==> src/rtl/serial_adder_pkg.sv <==
// -----------------------------------------------------------------------------
// serial_adder_pkg
// Shared types and constants for the bit-serial add/subtract unit.
//   sa_state_t   : controller states (IDLE -> SHIFT -> DONE -> IDLE)
//   P_WIDTH_DEF  : default operand width
//   cnt_width()  : width of the bit counter for a given operand width
// -----------------------------------------------------------------------------
package serial_adder_pkg;

  localparam int P_WIDTH_DEF = 8;

  typedef enum logic [1:0] {
    IDLE  = 2'd0,
    SHIFT = 2'd1,
    DONE  = 2'd2
  } sa_state_t;

  // Counter only has to reach width-1, so $clog2(width) bits suffice.
  function automatic int cnt_width(input int width);
    return (width <= 2) ? 1 : $clog2(width);
  endfunction

endpackage

==> src/rtl/serial_full_adder_bit.sv <==
// -----------------------------------------------------------------------------
// serial_full_adder_bit
// One-bit full adder with a registered carry, for LSB-first serial arithmetic.
// Ports:
//   clk, rst       : clock, asynchronous active-high reset (carry -> 0)
//   a_i, b_i       : current operand bits
//   load_i         : load the carry flop with cin_init_i (start of operation)
//   cin_init_i     : initial carry (1 for subtraction: A + ~B + 1)
//   en_i           : advance the carry by one bit position
//   sum_o          : a ^ b ^ carry (combinational)
//   carry_o        : carry flop value, i.e. carry into the current bit
//   carry_next_o   : carry out of the current bit
// load_i has priority over en_i.
// -----------------------------------------------------------------------------
module serial_full_adder_bit (
  input  logic clk,
  input  logic rst,
  input  logic a_i,
  input  logic b_i,
  input  logic load_i,
  input  logic cin_init_i,
  input  logic en_i,
  output logic sum_o,
  output logic carry_o,
  output logic carry_next_o
);

  logic carry_q;
  logic carry_d;

  assign sum_o        = a_i ^ b_i ^ carry_q;
  assign carry_next_o = (a_i & b_i) | (a_i & carry_q) | (b_i & carry_q);
  assign carry_o      = carry_q;

  always_comb begin
    carry_d = carry_q;
    if (load_i) begin
      carry_d = cin_init_i;
    end else if (en_i) begin
      carry_d = carry_next_o;
    end
  end

  always_ff @(posedge clk or posedge rst) begin
    if (rst) begin
      carry_q <= 1'b0;
    end else begin
      carry_q <= carry_d;
    end
  end

endmodule

==> src/rtl/serial_add_unit.sv <==
// -----------------------------------------------------------------------------
// serial_add_unit
// Bit-serial add/subtract engine. Latches two parallel operands on start,
// shifts them LSB-first through a one-bit full adder and reassembles the sum.
// Ports:
//   clk, rst     : clock, asynchronous active-high reset
//   start        : request an operation (sampled in IDLE only)
//   sub          : 0 = A+B, 1 = A-B (sampled with start)
//   a_in, b_in   : operands (sampled with start)
//   busy         : high during the P_WIDTH SHIFT cycles
//   done         : one-cycle pulse, result/flags valid
//   sum_out      : parallel result, held until the next completion
//   carry_out    : final carry (subtract: 1 = no borrow, A >= B unsigned)
//   overflow     : signed overflow of the last operation
//   s_bit        : serial sum bit, LSB first (0 when s_valid is low)
//   s_valid      : s_bit is meaningful this cycle
//   state_dbg    : current controller state, for observation only
//
// Handshake: start is accepted on any rising edge where the unit is in IDLE;
// there is no back-pressure. Exactly P_WIDTH cycles later done pulses for one
// cycle, then the unit spends one cycle in IDLE before accepting start again.
// -----------------------------------------------------------------------------
module serial_add_unit
  import serial_adder_pkg::*;
#(
  parameter int P_WIDTH = P_WIDTH_DEF
) (
  input  logic               clk,
  input  logic               rst,
  input  logic               start,
  input  logic               sub,
  input  logic [P_WIDTH-1:0] a_in,
  input  logic [P_WIDTH-1:0] b_in,
  output logic               busy,
  output logic               done,
  output logic [P_WIDTH-1:0] sum_out,
  output logic               carry_out,
  output logic               overflow,
  output logic               s_bit,
  output logic               s_valid,
  output sa_state_t          state_dbg
);

  localparam int             CW   = cnt_width(P_WIDTH);
  localparam logic [CW-1:0]  LAST = CW'(P_WIDTH - 1);

  sa_state_t          state_q, state_d;
  logic [P_WIDTH-1:0] a_q, a_d;
  logic [P_WIDTH-1:0] b_q, b_d;
  logic [P_WIDTH-1:0] res_q, res_d;
  logic [CW-1:0]      cnt_q, cnt_d;
  logic [P_WIDTH-1:0] sum_q, sum_d;
  logic               cout_q, cout_d;
  logic               ovf_q, ovf_d;

  logic fa_load;
  logic fa_en;
  logic fa_sum;
  logic fa_carry;
  logic fa_carry_next;

  serial_full_adder_bit u_fa (
    .clk          (clk),
    .rst          (rst),
    .a_i          (a_q[0]),
    .b_i          (b_q[0]),
    .load_i       (fa_load),
    .cin_init_i   (sub),
    .en_i         (fa_en),
    .sum_o        (fa_sum),
    .carry_o      (fa_carry),
    .carry_next_o (fa_carry_next)
  );

  always_comb begin
    state_d = state_q;
    a_d     = a_q;
    b_d     = b_q;
    res_d   = res_q;
    cnt_d   = cnt_q;
    sum_d   = sum_q;
    cout_d  = cout_q;
    ovf_d   = ovf_q;
    fa_load = 1'b0;
    fa_en   = 1'b0;

    case (state_q)
      IDLE: begin
        if (start) begin
          // Subtraction is A + ~B + 1: invert B here, the +1 is the initial carry.
          a_d     = a_in;
          b_d     = sub ? ~b_in : b_in;
          res_d   = '0;
          cnt_d   = '0;
          fa_load = 1'b1;
          state_d = SHIFT;
        end
      end
      SHIFT: begin
        fa_en = 1'b1;
        a_d   = a_q >> 1;
        b_d   = b_q >> 1;
        res_d = {fa_sum, res_q[P_WIDTH-1:1]};
        cnt_d = cnt_q + CW'(1);
        if (cnt_q == LAST) begin
          // Carry flop holds the carry into the MSB during the last bit;
          // signed overflow is that carry differing from the carry out.
          state_d = DONE;
          sum_d   = {fa_sum, res_q[P_WIDTH-1:1]};
          cout_d  = fa_carry_next;
          ovf_d   = fa_carry ^ fa_carry_next;
        end
      end
      DONE: begin
        state_d = IDLE;
      end
      default: begin
        state_d = IDLE;
      end
    endcase
  end

  always_ff @(posedge clk or posedge rst) begin
    if (rst) begin
      state_q <= IDLE;
      a_q     <= '0;
      b_q     <= '0;
      res_q   <= '0;
      cnt_q   <= '0;
      sum_q   <= '0;
      cout_q  <= 1'b0;
      ovf_q   <= 1'b0;
    end else begin
      state_q <= state_d;
      a_q     <= a_d;
      b_q     <= b_d;
      res_q   <= res_d;
      cnt_q   <= cnt_d;
      sum_q   <= sum_d;
      cout_q  <= cout_d;
      ovf_q   <= ovf_d;
    end
  end

  assign busy      = (state_q == SHIFT);
  assign done      = (state_q == DONE);
  assign s_valid   = busy;
  assign s_bit     = busy & fa_sum;
  assign sum_out   = sum_q;
  assign carry_out = cout_q;
  assign overflow  = ovf_q;
  assign state_dbg = state_q;

endmodule
==> config.mk <==
export PLATFORM = sky130hd
export DESIGN_NAME = serial_add_unit
export DESIGN_NICKNAME = d
export VERILOG_FILES = /design/src/rtl/serial_adder_pkg.sv /design/src/rtl/serial_full_adder_bit.sv /design/src/rtl/serial_add_unit.sv
export SDC_FILE = /design/constraint.sdc
export NUM_CORES = 1
export LEC_CHECK = 0
export CORE_MARGIN = 4
export CORE_UTILIZATION = 50
export CTS_CLUSTER_SIZE = 25
export DETAILED_ROUTE_END_ITERATION = 7
export PLACE_DENSITY = 0.78
export SYNTH_ARGS = -nofsm -noshare
export SYNTH_HDL_FRONTEND = slang
export SYNTH_HIERARCHICAL = 1
export SYNTH_SLANG_ARGS = --single-unit
==> constraint.sdc <==
create_clock -name clk -period 2.1 [get_ports clk]
set_input_delay 0.315 -clock clk [delete_from_list [all_inputs] [get_ports clk]]
set_output_delay 0.315 -clock clk [all_outputs]
set_load 0.03 [all_outputs]
==> results of run 1 <==
[final cells by class]
class,count,area [µm²]
fill,283,1140
multi-input combinational,96,693
clock inverter,3,20.0
timing repair buffer,44,410
inverter,6,22.5
tap,46,57.6
sequential,39,978
clock buffer,5,37.5
[state kept, by name, indices dropped and copies added (netlist names)]
| name | flops |
|---|---|
| res_q | 7 |
| cnt_q | 3 |
| a_q | 8 |
| b_q | 8 |
| overflow | 1 |
| u_fa/carry_o | 1 |
| carry_out | 1 |
| state_dbg | 2 |
| sum_out | 8 |
[cell families (layout without fill, tap and decap cells)]
| logic type | count (synthesis) | count (layout) | share of synthesized area, % |
|---|---|---|---|
| AO/OA/AOI/OAI | 41 | 41 | 16.2 |
| XOR/XNOR | 9 | 9 | 4.48 |
| adder cells (fa/ha/maj) | 3 | 3 | 2.56 |
| buffers and inverters | 18 | 58 | 5.19 |
| flip-flops | 39 | 39 | 55.4 |
| multiplexers | 10 | 10 | 6.33 |
| AND/OR/NAND/NOR | 33 | 33 | 9.81 |
[cell usage after synthesis]
cell / count
inv_1: 4
fa_1: 1
clkbuf_1: 2
mux2i_1: 1
o32ai_1: 1
and3b_1: 5
ha_1: 2
nand2_1: 19
nand2b_1: 1
a21oi_1: 7
and2_1: 1
a22oi_1: 2
clkbuf_2: 1
nor2_1: 1
inv_2: 2
buf_2: 6
o21bai_1: 1
o21ai_0: 11
a221o_1: 2
buf_4: 2
nand3b_1: 1
a22o_1: 10
or3b_1: 1
xnor2_1: 8
a21o_1: 1
o221ai_1: 5
buf_6: 1
nor2b_1: 4
o21ai_1: 1
mux2_2: 9
dfrtp_1: 39
xor2_1: 1
[power by group through the flow]
stage / sequential, mW / combinational (mW) / clock (mW)
floorplan: 1.43 / 0.770 / 0
global placement: 1.27 / 1.38 / 0
detailed placement: 1.30 / 1.43 / 0
CTS: 1.28 / 1.44 / 0.383
global route: 1.33 / 1.55 / 0.420
finish: 1.28 / 1.42 / 0.366
[stage by stage]
step	area, µm²	setup slack (ns)	instances
2_1_floorplan	1760	0.358	153
3_5_place_dp	2160	0.335	231
3_3_place_gp	2160	0.364	231
5_1_grt	2220	0.0189	239
4_1_cts	2220	0.0189	239
6_report	2220	0.104	239
[routing by layer]
layer  part of all wire (%)  wire (µm)  track usage, %
met5                      0          0               0
met4                   0.59         21            4.56
met3                    3.7        133            5.66
met2                     50       1790            30.6
met1                     46       1620            23.7
[path summary, 6_finish.rpt]
| path | startpoint | slack, ns | to | cells past startpoint |
|---|---|---|---|---|
| hold reg to reg | overflow | 0.49 | overflow | 2 |
| hold / removal | rst | 0.14 | u_fa/carry_o | 2 |
| setup / recovery | a_q[0] | 0.10 | s_bit | 3 |
| min in group clk | overflow | 0.49 | overflow | 2 |
| setup reg to reg | cnt_q[0] | 0.37 | sum_out[4] | 4 |
| max in group asynchronous | rst | 1.32 | state_dbg[0] | 3 |
[worst max-delay path: cells and delay by family (launching register included)]
family	cells	cell delay (ns)
adder cells (fa/ha/maj)	1	0.56
buffers and inverters	1	0.18
flip-flops	1	0.42
AND/OR/NAND/NOR	1	0.19
==> results.sh, run 1 <==
export IMPL_status="finished, final reports clean"
export IMPL_synth_nets=176
export IMPL_area_growth_pct=26.1
export IMPL_num_antenna_cells=0
export IMPL_hold_buffers=0
export IMPL_grt_usage_pct=18.5
export IMPL_ys_seq_elements=39
export IMPL_ys_warn_count=6
export IMPL_cts_htree_levels=2
export IMPL_final_core_util_pct=66.0
export IMPL_num_nets_final=215
export IMPL_viasPerCell=5.34
export IMPL_fp_dieH_um=67.3
export IMPL_grt_first_pass_wirelength_mm=6.14
export IMPL_antenna_found_initial=0
export IMPL_grt_max_degree=39
export IMPL_fin_crit_sh_pct=95.1
export IMPL_final_setup_tns_ns=0
export IMPL_synthesis_instances=153
export IMPL_drc=0
export IMPL_synth_seq_area_share_pct=55.4
export IMPL_maxCapViolations=0
export IMPL_initial_utilization_pct=52.3
export IMPL_dieArea_um2=4530
export IMPL_hpwl_mm=2.70
export IMPL_max_slew_worst_pin_slew_ns=0.566
export IMPL_p_leak_nw=1.01
export IMPL_hold_viol_final=0
export IMPL_syn_area_um2=1760
export IMPL_core_um2=3360
export IMPL_initialDrtViolationCount=55
export IMPL_crit_path_start_kind="flip-flop"
export IMPL_path_class="reg -> out"
export IMPL_synth_top_area_share_pct=55.4
export IMPL_synth_top_cell_by_area="dfrtp_1"
export IMPL_required_ns=1.78
export IMPL_boundaryPins=36
export IMPL_arrival_ns=1.68
export IMPL_crit_path_cell_trace="fa_1, and2_1, buf_4"
export IMPL_power_density_nw_per_um2=1380
export IMPL_postRouteAntennaNets=0
export IMPL_numPortBuffers=35
export IMPL_p_sw_share_pct=39.8
export IMPL_ys_types=32
export IMPL_p_switching_mw=1.22
export IMPL_clockBufferDepth=2
export IMPL_wire_per_inst_um=14.9
export IMPL_cts_resized=0
export IMPL_grt_pass1_vias=1307
export IMPL_final_common_cell="dfrtp_1"
export IMPL_die_w_um=67.3
export IMPL_layout_drive_gt1_share_pct=17.1
export IMPL_setup_viol_count_final=0
export IMPL_finalPower_mw=3.07
export IMPL_avgSynthCellArea_um2=11.5
export IMPL_drtPass1Iterations=4
export IMPL_rows=21
export IMPL_routed_wl_mm=3.56
export IMPL_numCtsBuffers=5
export IMPL_p_seq_share_pct=41.8
export IMPL_tritoncts="done"
export IMPL_internal_power_mw=1.85
export IMPL_vias=1277
export IMPL_fin_skew_ns=0.00275
export IMPL_crit_fanout=2
export IMPL_slew_viol_final=0
export IMPL_overflow=0
export IMPL_gp_congestion=0.737
export IMPL_hold_ws_ns=0.141
export IMPL_root_buffer="clkbuf_4"
export IMPL_hp_class="in -> async"
export IMPL_power_frac_clock_pct=11.9
export IMPL_ys_top_cells_by_area="dfrtp_1 (55%), mux2_2 (5.8%), a22o_1 (5.0%), nand2_1 (4.1%), xnor2_1 (4.0%)"
export IMPL_most_common_layout_cells="dfrtp_1 (37), clkdlybuf4s50_1 (32), nand2_1 (19), buf_4 (12), o21ai_0 (11)"
export IMPL_clock_sinks=39
export IMPL_slowest_delay_ns=0.56
export IMPL_vdd_drop_max_uv=674
export IMPL_clk_pin_slew_worst_paths_ns=0.11
export IMPL_rsz0062_at_grt="false"
export IMPL_relSlewSlack_pct=62.1
export IMPL_power_frac_comb_pct=46.2
export IMPL_worstSkewPairLatency_ns=0.33
export IMPL_cts_setup_buffers=0
export IMPL_cp_slowest_cell="fa_1"
export IMPL_fmax_mhz=501
export IMPL_setup_worst_path_end_class="primary output"
export IMPL_period_minus_slack_ns=2.00
(Power assumes the default switching activity.)
==> inputs of run 2 (changes only) <==
==> constraint.sdc (replaced) <==
create_clock -name clk -period 1.9 [get_ports clk]
set_input_delay 0.285 -clock clk [delete_from_list [all_inputs] [get_ports clk]]
set_output_delay 0.285 -clock clk [all_outputs]
set_load 0.03 [all_outputs]
==> run 2 against run 1 <==
- first-iteration DRC count grew 13%
- routed wire length grew 6.2%
- clock-buffer cell count grew 1
- design area grew 3.9%
- via count grew 5.2%
- sequential share of layout area shrank 1.7 points
- die area is the same
- power grew 20%
- clock skew grew 0.0085 ns
- sequential cell count is the same
- largest power group unchanged
==> results.sh, run 2 (synthesis gave the netlist of run 1 again) <==
export IMPL_crit_path_start_kind="flip-flop"
export IMPL_placed_area_um2=2180
export IMPL_final_core_util_pct=68.6
export IMPL_overflow=0
export IMPL_arrival_ns=1.60
export IMPL_path_class="reg -> out"
export IMPL_drtPass1Iterations=4
export IMPL_internal_power_mw=2.30
export IMPL_finalPower_mw=3.68
export IMPL_hold_viol_final=0
export IMPL_numPortBuffers=35
export IMPL_cp_top_family="adder cells"
export IMPL_gp_congestion=0.737
export IMPL_rows=21
export IMPL_slowest_delay_ns=0.56
export IMPL_vdd_drop_max_uv=850
export IMPL_timing_rr_start="cnt_q[0]"
export IMPL_crit_fanout=2
export IMPL_clk_pin_slew_worst_paths_ns=0.10
export IMPL_maxCapViolations=0
export IMPL_crit_path_cell_trace="fa_1, and2_4, buf_6"
export IMPL_required_ns=1.62
export IMPL_status="finished, final reports clean"
export IMPL_most_common_layout_cells="dfrtp_1 (38), clkdlybuf4s50_1 (29), nand2_1 (19), buf_4 (17), o21ai_0 (11)"
export IMPL_dp_cells=232
export IMPL_power_frac_comb_pct=47.7
export IMPL_critPathBufInv=1
export IMPL_max_slew_worst_pin_slew_ns=0.520
export IMPL_initialDrtViolationCount=62
export IMPL_num_antenna_cells=0
export IMPL_grt_usage_pct=18.8
export IMPL_hp_class="in -> async"
export IMPL_reg2reg_to="sum_out[4]"
export IMPL_p_leak_nw=1.09
export IMPL_grt_first_pass_wirelength_mm=6.18
export IMPL_num_nets_final=222
export IMPL_grt_max_degree=32
export IMPL_fin_skew_ns=0.0112
export IMPL_tritoncts="done"
export IMPL_vias=1343
export IMPL_relSlewSlack_pct=65.2
export IMPL_worst_r2r_setup_slack_ns=0.19
export IMPL_power_density_nw_per_um2=1600
export IMPL_routed_wl_mm=3.78
export IMPL_fmax_mhz=531
export IMPL_hold_ws_ns=0.123
export IMPL_drc=0
export IMPL_root_buffer="clkbuf_4"
export IMPL_slew_viol_final=0
export IMPL_grt_pass1_vias=1296
export IMPL_rsz0062_at_grt="true"
export IMPL_dieArea_um2=4530
export IMPL_worstSkewPairLatency_ns=0.34
export IMPL_finalNonFillerCells=245
export IMPL_critical_path_depth=3
export IMPL_final_common_cell="dfrtp_1"
export IMPL_clockBufferDepth=2
export IMPL_viasPerCell=5.48
export IMPL_p_switching_mw=1.38
export IMPL_period_minus_slack_ns=1.88
export IMPL_hold_buffers=0
export IMPL_cts_htree_levels=2
export IMPL_fin_area_um2=2310
export IMPL_fp_dieH_um=67.3
export IMPL_postRouteAntennaNets=0
export IMPL_setup_viol_count_final=0
export IMPL_reg2reg_depth=4
export IMPL_fin_crit_sh_pct=99.1
export IMPL_power_frac_clock_pct=14.0
export IMPL_p_sw_share_pct=37.5
export IMPL_layout_drive_gt1_share_pct=19.1
export IMPL_wire_per_inst_um=15.4
export IMPL_clock_sinks=39
export IMPL_cp_slowest_cell="fa_1"
export IMPL_hpwl_mm=2.81
export IMPL_core_um2=3360
export IMPL_p_seq_share_pct=38.3
export IMPL_final_setup_tns_ns=0
export IMPL_area_growth_pct=31.0
export IMPL_pre_cts_slack_ns=0.133
export IMPL_setup_ws_ns=0.0172
export IMPL_antenna_found_initial=0
export IMPL_die_w_um=67.3
export IMPL_setup_worst_path_end_class="primary output"
export IMPL_boundaryPins=36
export IMPL_numCtsBuffers=5
export IMPL_initial_utilization_pct=52.3
==> run 2: changes by cell type in the layout (fill, tap and decap cells not counted), sizes merged, moves of 2 or more <==
cell	previous run	this run
buf	12	19
clkdlybuf4s50	32	29
clkinvlp	2	0
dlygate4sd2	0	2
==> run 2: worst max path at each step <==
stage | from | to | slack (ns)
2_1_floorplan | state_dbg[1] | s_valid | 0.19
3_3_place_gp | start | b_q[0] | 0.20
3_5_place_dp | start | b_q[0] | 0.13
4_1_cts | u_fa/carry_o | s_bit | 0.006
5_1_grt | a_q[0] | s_bit | -0.03
6_report | a_q[0] | s_bit | 0.02
==> run 2: area by class of cell <==
class	instances	area, µm²
fill	292	1060
sequential	39	977
multi-input combinational	96	696
timing repair buffer	51	479
tap	46	57.6
clock buffer	6	41.3
clock inverter	1	30.0
inverter	6	25.0
==> run 2: metal layers <==
layer	part of all wire [%]	track usage, %	vias to the layer above
li1	-	-	628
met1	42	23.9	670
met2	52	31.7	39
met3	4.8	5.16	6
met4	1.1	5.32	0
met5	0	0	-
==> run 2: repair_timing <==
| item | CTS | global route |
|---|---|---|
| gates resized for setup | 4 | 3 |
| setup endpoints to repair | 3 | 2 |
| gates cloned | 0 | 0 |
| pin swaps | 1 | 1 |
| setup buffers | 3 | 3 |
==> run 2: power groups by stage <==
stage / Combinational, mW / Clock [mW] / Sequential, mW
after floorplan: 0.851 / 0 / 1.59
after global placement: 1.53 / 0 / 1.40
after detailed placement: 1.60 / 0 / 1.44
after CTS: 1.69 / 0.530 / 1.41
after global routing: 1.88 / 0.566 / 1.46
final: 1.76 / 0.517 / 1.41
==> run 2: worst register-to-register path: stages, from the launching register on <==
cell	delay [ns]
dfrtp_1	0.41
ha_1	0.21
ha_1	0.19
nand3b_1	0.39
mux2_2	0.41
